File: src/rtl/l1d_deq_serializer.sv
// Serializes up to IN_WIDTH parallel dequeue lanes into a single valid/ready stream.
// Lane 0 is issued first; valid and payload are driven directly from flops.
module l1d_deq_serializer #(
    parameter int unsigned PAYLOAD_WIDTH = 3,
    parameter int unsigned IN_WIDTH      = 4
) (
    input  logic                              clk,
    input  logic                              rst,
    input  logic [IN_WIDTH-1:0]               in_vld_i,
    input  logic [PAYLOAD_WIDTH*IN_WIDTH-1:0] in_payload_i,
    output logic [IN_WIDTH-1:0]               in_rdy_o,
    output logic                              out_vld_o,
    output logic [PAYLOAD_WIDTH-1:0]          out_payload_o,
    input  logic                              out_rdy_i,
    input  logic                              flush_i
);

    localparam int unsigned HEAD_W = (IN_WIDTH > 1) ? $clog2(IN_WIDTH) : 1;
    localparam int unsigned CNT_W  = $clog2(IN_WIDTH + 1);
    localparam int unsigned VLD_W  = IN_WIDTH + 1;

    logic [PAYLOAD_WIDTH-1:0] entry_q [IN_WIDTH];
    logic [HEAD_W-1:0]        head_q;
    logic [HEAD_W-1:0]        head_nxt;
    logic [CNT_W-1:0]         cnt_q;
    logic [CNT_W-1:0]         cnt_nxt;
    logic [CNT_W-1:0]         load_cnt;
    logic                     out_vld_q;
    logic                     out_vld_nxt;
    logic [PAYLOAD_WIDTH-1:0] out_payload_q;
    logic [PAYLOAD_WIDTH-1:0] out_payload_nxt;
    logic                     out_fire;
    logic                     can_load;
    logic                     load;
    logic [IN_WIDTH-1:0]      in_fire;
    logic [VLD_W-1:0]         vld_ext;
    logic                     vld_contig;

    // Accept a new group only when the buffer is empty or its last entry leaves this cycle.
    always_comb begin
        out_fire = out_vld_q & out_rdy_i;
        can_load = ~flush_i & ((cnt_q == '0) | ((cnt_q == CNT_W'(1)) & out_fire));
        in_fire  = in_vld_i & {IN_WIDTH{can_load}};
        load_cnt = '0;
        for (int unsigned i = 0; i < IN_WIDTH; i++) begin
            load_cnt = load_cnt + CNT_W'(in_fire[i]);
        end
        load = (load_cnt != '0);
    end

    // Ready is held low while reset is asserted.
    assign in_rdy_o = {IN_WIDTH{can_load & rst}};

    // Next-state: flush beats load, load beats drain.
    always_comb begin
        head_nxt        = head_q;
        cnt_nxt         = cnt_q;
        out_payload_nxt = out_payload_q;
        if (flush_i) begin
            head_nxt = '0;
            cnt_nxt  = '0;
        end else if (load) begin
            head_nxt = '0;
            cnt_nxt  = load_cnt;
        end else if (out_fire) begin
            head_nxt = head_q + HEAD_W'(1);
            cnt_nxt  = cnt_q - CNT_W'(1);
        end
        out_vld_nxt = (cnt_nxt != '0);
        if (load) begin
            out_payload_nxt = in_payload_i[PAYLOAD_WIDTH-1:0];
        end else begin
            for (int unsigned i = 0; i < IN_WIDTH; i++) begin
                if (HEAD_W'(i) == head_nxt) begin
                    out_payload_nxt = entry_q[i];
                end
            end
        end
    end

    always_ff @(posedge clk or negedge rst) begin
        if (!rst) begin
            head_q    <= '0;
            cnt_q     <= '0;
            out_vld_q <= 1'b0;
        end else begin
            head_q    <= head_nxt;
            cnt_q     <= cnt_nxt;
            out_vld_q <= out_vld_nxt;
        end
    end

    // Data storage is not reset; contents are qualified by cnt.
    always_ff @(posedge clk) begin
        out_payload_q <= out_payload_nxt;
        for (int unsigned i = 0; i < IN_WIDTH; i++) begin
            if (in_fire[i]) begin
                entry_q[i] <= in_payload_i[i*PAYLOAD_WIDTH +: PAYLOAD_WIDTH];
            end
        end
    end

    assign out_vld_o     = out_vld_q;
    assign out_payload_o = out_payload_q;

    // Valid lanes must form a contiguous prefix starting at lane 0.
    always_comb begin
        vld_ext    = {1'b0, in_vld_i};
        vld_contig = ((vld_ext & (vld_ext + VLD_W'(1))) == '0);
    end

    a_vld_contig : assert property (@(posedge clk) disable iff (!rst) vld_contig)
        else $error("l1d_deq_serializer: non-contiguous in_vld_i %b", in_vld_i);

endmodule

File: config.mk
export PLATFORM = sky130hd
export DESIGN_NAME = l1d_deq_serializer
export DESIGN_NICKNAME = d
export VERILOG_FILES = /design/src/rtl/l1d_deq_serializer.sv
export SDC_FILE = /design/constraint.sdc
export NUM_CORES = 1
export LEC_CHECK = 0
export CAP_MARGIN = 20
export CORE_MARGIN = 10
export CORE_UTILIZATION = 47
export CTS_CLUSTER_DIAMETER = 120
export CTS_CLUSTER_SIZE = 28
export DETAILED_ROUTE_END_ITERATION = 12
export GPL_ROUTABILITY_DRIVEN = 0
export PLACE_DENSITY = 0.78
export RECOVER_POWER = 100
export SYNTH_ARGS = -nofsm -noshare
export SYNTH_HDL_FRONTEND = slang
export SYNTH_SLANG_ARGS = --single-unit
File: constraint.sdc
create_clock -name clk -period 5.2 [get_ports clk]
set_input_delay 1.3 -clock clk [delete_from_list [all_inputs] [get_ports clk]]
set_output_delay 1.3 -clock clk [all_outputs]
set_load 0.005 [all_outputs]
==> impl_metrics.toml, run 1 <==
[cts]
cts.clk_slew.worst_paths_ns = 0.11
htreeDepth = 1
clock_sinks = 21
numCtsBuffers = 3
clk_latency_ns = 0.30
ctsResizeCount = 0
clk_path_buf_depth = 2
post_cts_buffers = 0
clockRootBuffer = "clkbuf_4"
hold_buffers = 0
cts_tree = "yes"

[placed_design]
portBuffers = 27
dpl_worst_slack_ns = -0.08571
dpl_cell_area_um2 = 1441

[synth]
yosysTopAreaCellShare_pct = 40.96
synth_top_area_cell = "edfxtp_1"
syn-num-nets = 120
yosysUniqueCellTypes = 27
synth_seq_cells = 21
netlist_instances = 90
yosysWarnings = 0
syn_area_um2 = 1100
synth.avg_cell_area_um2 = 12.22
synth.area.top_cells = "edfxtp_1 41%, dfrtp_1 14%, ha_1 10%"
yosysSeqAreaShare_pct = 54.61

[layout]
antenna_cells = 0
final_area_um2 = 1445
syn_to_final_growth_pct = 31.40
nNetsFinal = 156
drive_gt1_share_pct = 7.200

[power]
power.leakage_nw = 0.5727
p_per_area_nw_per_um2 = 430.1
netSwitchingPower_mw = 0.2235
comb_power_share_pct = 46.9
sequentialPowerShare_pct = 40.8
p_int_mw = 0.3980
max-vdd-ir-drop_mv = 0.2923
pwr-share-clk_pct = 12.3
switching_share_pct = 35.96

[grt]
grt.overflow.total = 0
antenna_found_initial = 0
grtUsageTotal_pct = 11.43
grt_pass1_wl_um = 4036
grt_pass1_vias = 890
grt_max_degree = 12

[hold_path]
hold_path_startpoint = "entry_q[3][1]"
hold_path_end = "out_payload_o[1]"
hold_path_class = "flop to flop"
min_path_cells = 2

[timing]
skew_ns = 0.006798
rsz0062_at_grt = "false"
finalHoldViolations = 0
fmax_ghz = 0.2001
setup_slack_ns = 0.2014
relSlewSlack_pct = 52.30
report.final.slew_viol_count = 0
tightestPinTransition_ns = 0.7101
finalCriticalPeriod_ns = 4.999
fin_crit_sh_pct = 96.13
setup_viol = 0

[setup_path]
r2r_slack_ns = 1.02
reg2reg_depth = 12
critical_path_class = "primary input to flop"
cp_common_cell = "ha_1"
worst_setup_path_end_kind = "flop"
arrival_ns = 5.04
cp.required_ns = 5.24
r2r-end = "out_payload_o[2]"
crit_path_start_kind = "primary input"
cpPeakStageDelay_ns = 0.56
critPathLaunch = "out_rdy_i"
crit_chain = "clkdlybuf4s50_1, a31oi_1, nor3_1, and2_0, fa_1, ha_1, ha_1, or3_1, or3_1, ha_1, or4_1"
r2r_start = "cnt_q[0]"
cp_slowest_cell = "or4_1"
worstPathMaxFanout = 4

[floorplan]
dieArea_um2 = 4675
rows = 17
initial_core_util_pct = 49.72
die_h_um = 68.38
coreArea_um2 = 2212
num_io_pins = 28
chipWidth_um = 68.38

[routing]
via_count = 810
drc = 0
ant_nets = 0
drt-pass1-iter-count = 4
drtIter0Drc = 21
avgViaCountPerCell = 5.294
wl_um = 2421
routedWlPerCell_um = 15.82

[outcome]
status = "finished, final reports clean"

[flow_run]
maxCapViolCount = 0
layer usage:
layer	track usage, %	vias up	part of all wire, %	wire (um)
met5	0	-	0	0
met2	20.93	23	53	1285
met1	11.80	390	39	955
met3	3.589	2	6.8	164
met4	4.523	0	0.66	16
li1	-	395	-	-
cells in the final DEF (no fill, tap or decap), types with 2 or more instances in the layout:
cell,count
or3_1,3
a31oi_1,3
edfxtp_1,15
clkdlybuf4s50_1,7
and2_0,3
inv_1,4
and2_1,2
clkbuf_4,3
nand3_1,3
ha_1,9
o211ai_1,3
nand2b_1,4
xor2_1,3
nor2_1,4
a21oi_1,7
buf_4,3
mux2_2,3
dlygate4sd3_1,20
clkbuf_1,7
dfrtp_1,6
nor3_1,4
worst max-delay path, delay by kind of cell:
family	cells	cell delay [ns]
and+or+nand+nor	5	1.94
adders and majority gates	4	1.24
buffers and inverters	1	0.49
AOI/OAI and AO/OA	1	0.08
synth_stat cells, drive strengths merged:
| cell type | count |
|---|---|
| nor2 | 4 |
| and3b | 1 |
| mux2 | 3 |
| a21o | 1 |
| or3 | 3 |
| ha | 9 |
| nand2 | 1 |
| nand2b | 4 |
| inv | 4 |
| edfxtp | 15 |
| dfrtp | 6 |
| and2 | 5 |
| a21boi | 1 |
| nor3 | 4 |
| a21oi | 7 |
| xor2 | 3 |
| o21ai | 1 |
| a31oi | 3 |
| buf | 3 |
| clkbuf | 2 |
| mux2i | 1 |
| o41ai | 1 |
| o211ai | 3 |
| fa | 1 |
| nand3 | 3 |
| or4 | 1 |
through the flow:
stage                     instances  hold slack, ns  setup TNS (ns)  util, %  total power, mW
after floorplan                  90          0.5836               0        -           0.4421
after global placement          149          0.6092               0    65.16           0.5650
after detailed placement        149          0.6006         -0.3935    65.16           0.5761
after CTS                       153          0.6336               0    66.35           0.6530
after global routing            153          0.6907               0    65.33           0.6768
final                           153          0.6500               0    65.33           0.6216
registers in the layout (all words and copies together), names as in the netlist:
name and cells:
entry_q 12, cnt_q 3, out_payload_o 3, head_q 2, out_vld_o 1
cell families (layout without fill, tap and decap cells):
logic type / count (synthesis) / in the layout / share of synthesized area, %
simple gates: 26 / 26 / 13.20
flops: 21 / 21 / 54.61
compound gates: 17 / 17 / 9.556
fa+ha+maj: 10 / 10 / 12.06
buf+inv: 9 / 44 / 4.208
mux: 4 / 4 / 3.982
xor+xnor: 3 / 3 / 2.390
worst max-delay path by stage:
stage | endpoint | cells after the start
after global routing | out_payload_o[2] | 11
after CTS | out_payload_o[2] | 11
after detailed placement | out_payload_o[0] | 11
after global placement | out_payload_o[2] | 11
after floorplan | out_payload_o[0] | 11
final | out_payload_o[2] | 11
power groups by stage:
stage,Sequential [mW],Clock [mW],Combinational [mW]
floorplan,0.256,0,0.187
global placement,0.257,0,0.308
detailed placement,0.259,0,0.318
CTS,0.255,0.0786,0.319
global route,0.258,0.0890,0.329
finish,0.254,0.0764,0.292
cell type report:
class                           instances  area (um2)
Inverter                                4       15.01
Multi-Input combinational cell         60       452.9
Timing Repair Buffer                   36       315.3
Tap cell                               28       35.03
Sequential cell                        21       600.6
Fill cell                             180       767.0
Clock buffer                            4       26.28
(Power assumes the default switching activity.)
==> inputs of run 2 (changes only) <==
--- a/config.mk
+++ b/config.mk
@@ -7,12 +7,13 @@
 export LEC_CHECK = 0
 export CAP_MARGIN = 20
 export CORE_MARGIN = 10
-export CORE_UTILIZATION = 47
+export CORE_UTILIZATION = 58
 export CTS_CLUSTER_DIAMETER = 120
 export CTS_CLUSTER_SIZE = 28
 export DETAILED_ROUTE_END_ITERATION = 12
+export DONT_BUFFER_PORTS = 1
 export GPL_ROUTABILITY_DRIVEN = 0
-export PLACE_DENSITY = 0.78
+export PLACE_DENSITY = 0.75
 export RECOVER_POWER = 100
 export SYNTH_ARGS = -nofsm -noshare
 export SYNTH_HDL_FRONTEND = slang
==> impl_metrics.toml, run 2 (same netlist as run 1, synthesis figures left out) <==
[outcome]
status = "finished, final reports clean"

[routing]
drc = 0
ant_nets = 0
wl_um = 1882
via_count = 657
drt-pass1-iter-count = 4
drtIter0Drc = 7
avgViaCountPerCell = 5.763
routedWlPerCell_um = 16.51

[floorplan]
num_io_pins = 28
coreArea_um2 = 1764
initial_core_util_pct = 62.34
dieArea_um2 = 4038
die_h_um = 63.55
chipWidth_um = 63.55
rows = 15

[setup_path]
worst_setup_path_end_kind = "flop"
worstPathMaxFanout = 8
crit_path_start_kind = "primary input"
crit_chain = "a31oi_1, nor3_1, and2_0, fa_1, ha_1, ha_1, or3_1, nor3_1, ha_1, mux2_2, o211ai_1, a21oi_1"
cp.buffers_inverters = 0
cp.required_ns = 5.25
critical_path_class = "primary input to flop"
arrival_ns = 4.84
cp_slowest_cell = "or3_1"
cp_common_cell = "ha_1"
path_delay_family = "simple AND/OR/NAND/NOR gates"
cpPeakStageDelay_ns = 0.49

[cts]
clock_sinks = 21
clockRootBuffer = "clkbuf_4"
post_cts_buffers = 0
ctsResizeCount = 0
cts_tree = "yes"
numCtsBuffers = 3
cts.clk_slew.worst_paths_ns = 0.11
clk_latency_ns = 0.30
clk_path_buf_depth = 2
hold_buffers = 0
htreeDepth = 1

[placed_design]
dpl_worst_slack_ns = 0.1614
portBuffers = 0
dp_cells = 110
dp_hpwl_um = 1582

[grt]
grt_pass1_vias = 670
grt.overflow.total = 0
antenna_found_initial = 0
grtUsageTotal_pct = 9.567
grt_pass1_wl_um = 3084
grt_max_degree = 13

[power]
power.leakage_nw = 0.4361
p_per_area_nw_per_um2 = 487.9
finalPower_mw = 0.5500
max-vdd-ir-drop_mv = 0.2867

[timing]
finalHoldViolations = 0
report.final.slew_viol_count = 0
relSlewSlack_pct = 57.93
tightestPinTransition_ns = 0.6262
fin_crit_sh_pct = 91.95
fmax_ghz = 0.2092
rsz0062_at_grt = "false"
setup_slack_ns = 0.4187
setup-tns-final_ns = 0
skew_ns = 0.004447
finalCriticalPeriod_ns = 4.781
setup_viol = 0

[layout]
final_common_cell = "edfxtp_1"
layoutNonFillerInstCount = 114
final_cell_mix = "15 x edfxtp_1, 9 x ha_1, 7 x a21oi_1"
syn_to_final_growth_pct = 2.503
nNetsFinal = 120
drive_gt1_share_pct = 7.865
top_register = "entry_q"
antenna_cells = 0
largest_reg_flops = 12

[flow_run]
maxCapViolCount = 0

[hold_path]
hold_path_class = "primary input to async pin"
## run 2: cell types whose count changed in the layout (fill, tap and decap cells not counted), sizes merged
cell,previous run,this run
clkbuf,10,3
buf,3,0
clkinv,0,1
dlygate4sd3,20,0
clkdlybuf4s50,7,0
## run 2: power by group
group	switching (mW)	internal, mW
sequential	0.0266	0.233
clock	0.0474	0.0286
combinational	0.130	0.0846
## run 2: layout make-up
class                   count  area, um2
fillers                   141      636.9
flip-flops and latches     21      600.6
multi-input cells          60      452.9
well taps                  25      31.28
clock buffers               3      22.52
inverters                   4      15.01
clock inverters             1      5.005
## run 2: stage by stage
step,util (%),area (um2),hold WS (ns)
after floorplan,-,1100,0.5836
after CTS,63.90,1127,0.6630
after global routing,63.90,1127,0.6445
after global placement,62.34,1100,0.6339
after detailed placement,62.34,1100,0.6431
final,63.90,1127,0.6768
## run 2: path summary, 6_finish.rpt
kind,from,to,slack (ns),cells after the start
worst max register to register,cnt_q[0],out_payload_o[1],0.73,14
worst min-delay path,rst,cnt_q[0],0.68,0
worst max-delay path,out_rdy_i,out_payload_o[1],0.42,12
worst min register to register,entry_q[3][1],out_payload_o[1],0.68,2
min in group clk,entry_q[3][1],out_payload_o[1],0.68,2
max in group asynchronous,rst,head_q[1],4.46,0
## run 2: metal layers
layer  up-vias  part of all wire [%]  wire length, um  GRT usage (%)
li1        325                     -                -              -
met1       304                    48              912          11.96
met2        26                    42              799          13.44
met3         2                   8.5              160          4.240
met4         0                  0.53               10          4.918
met5         -                     0                0              0
==> inputs of run 3 (changes only) <==
--- a/config.mk
+++ b/config.mk
@@ -9,12 +9,13 @@
 export CORE_MARGIN = 10
 export CORE_UTILIZATION = 58
 export CTS_CLUSTER_DIAMETER = 120
-export CTS_CLUSTER_SIZE = 28
+export CTS_CLUSTER_SIZE = 20
 export DETAILED_ROUTE_END_ITERATION = 12
 export DONT_BUFFER_PORTS = 1
 export GPL_ROUTABILITY_DRIVEN = 0
 export PLACE_DENSITY = 0.75
 export RECOVER_POWER = 100
+export SKIP_LAST_GASP = 1
 export SYNTH_ARGS = -nofsm -noshare
 export SYNTH_HDL_FRONTEND = slang
 export SYNTH_SLANG_ARGS = --single-unit
==> results of run 3 <==
Final layout, timing and power as in run 2 (identical DEF).
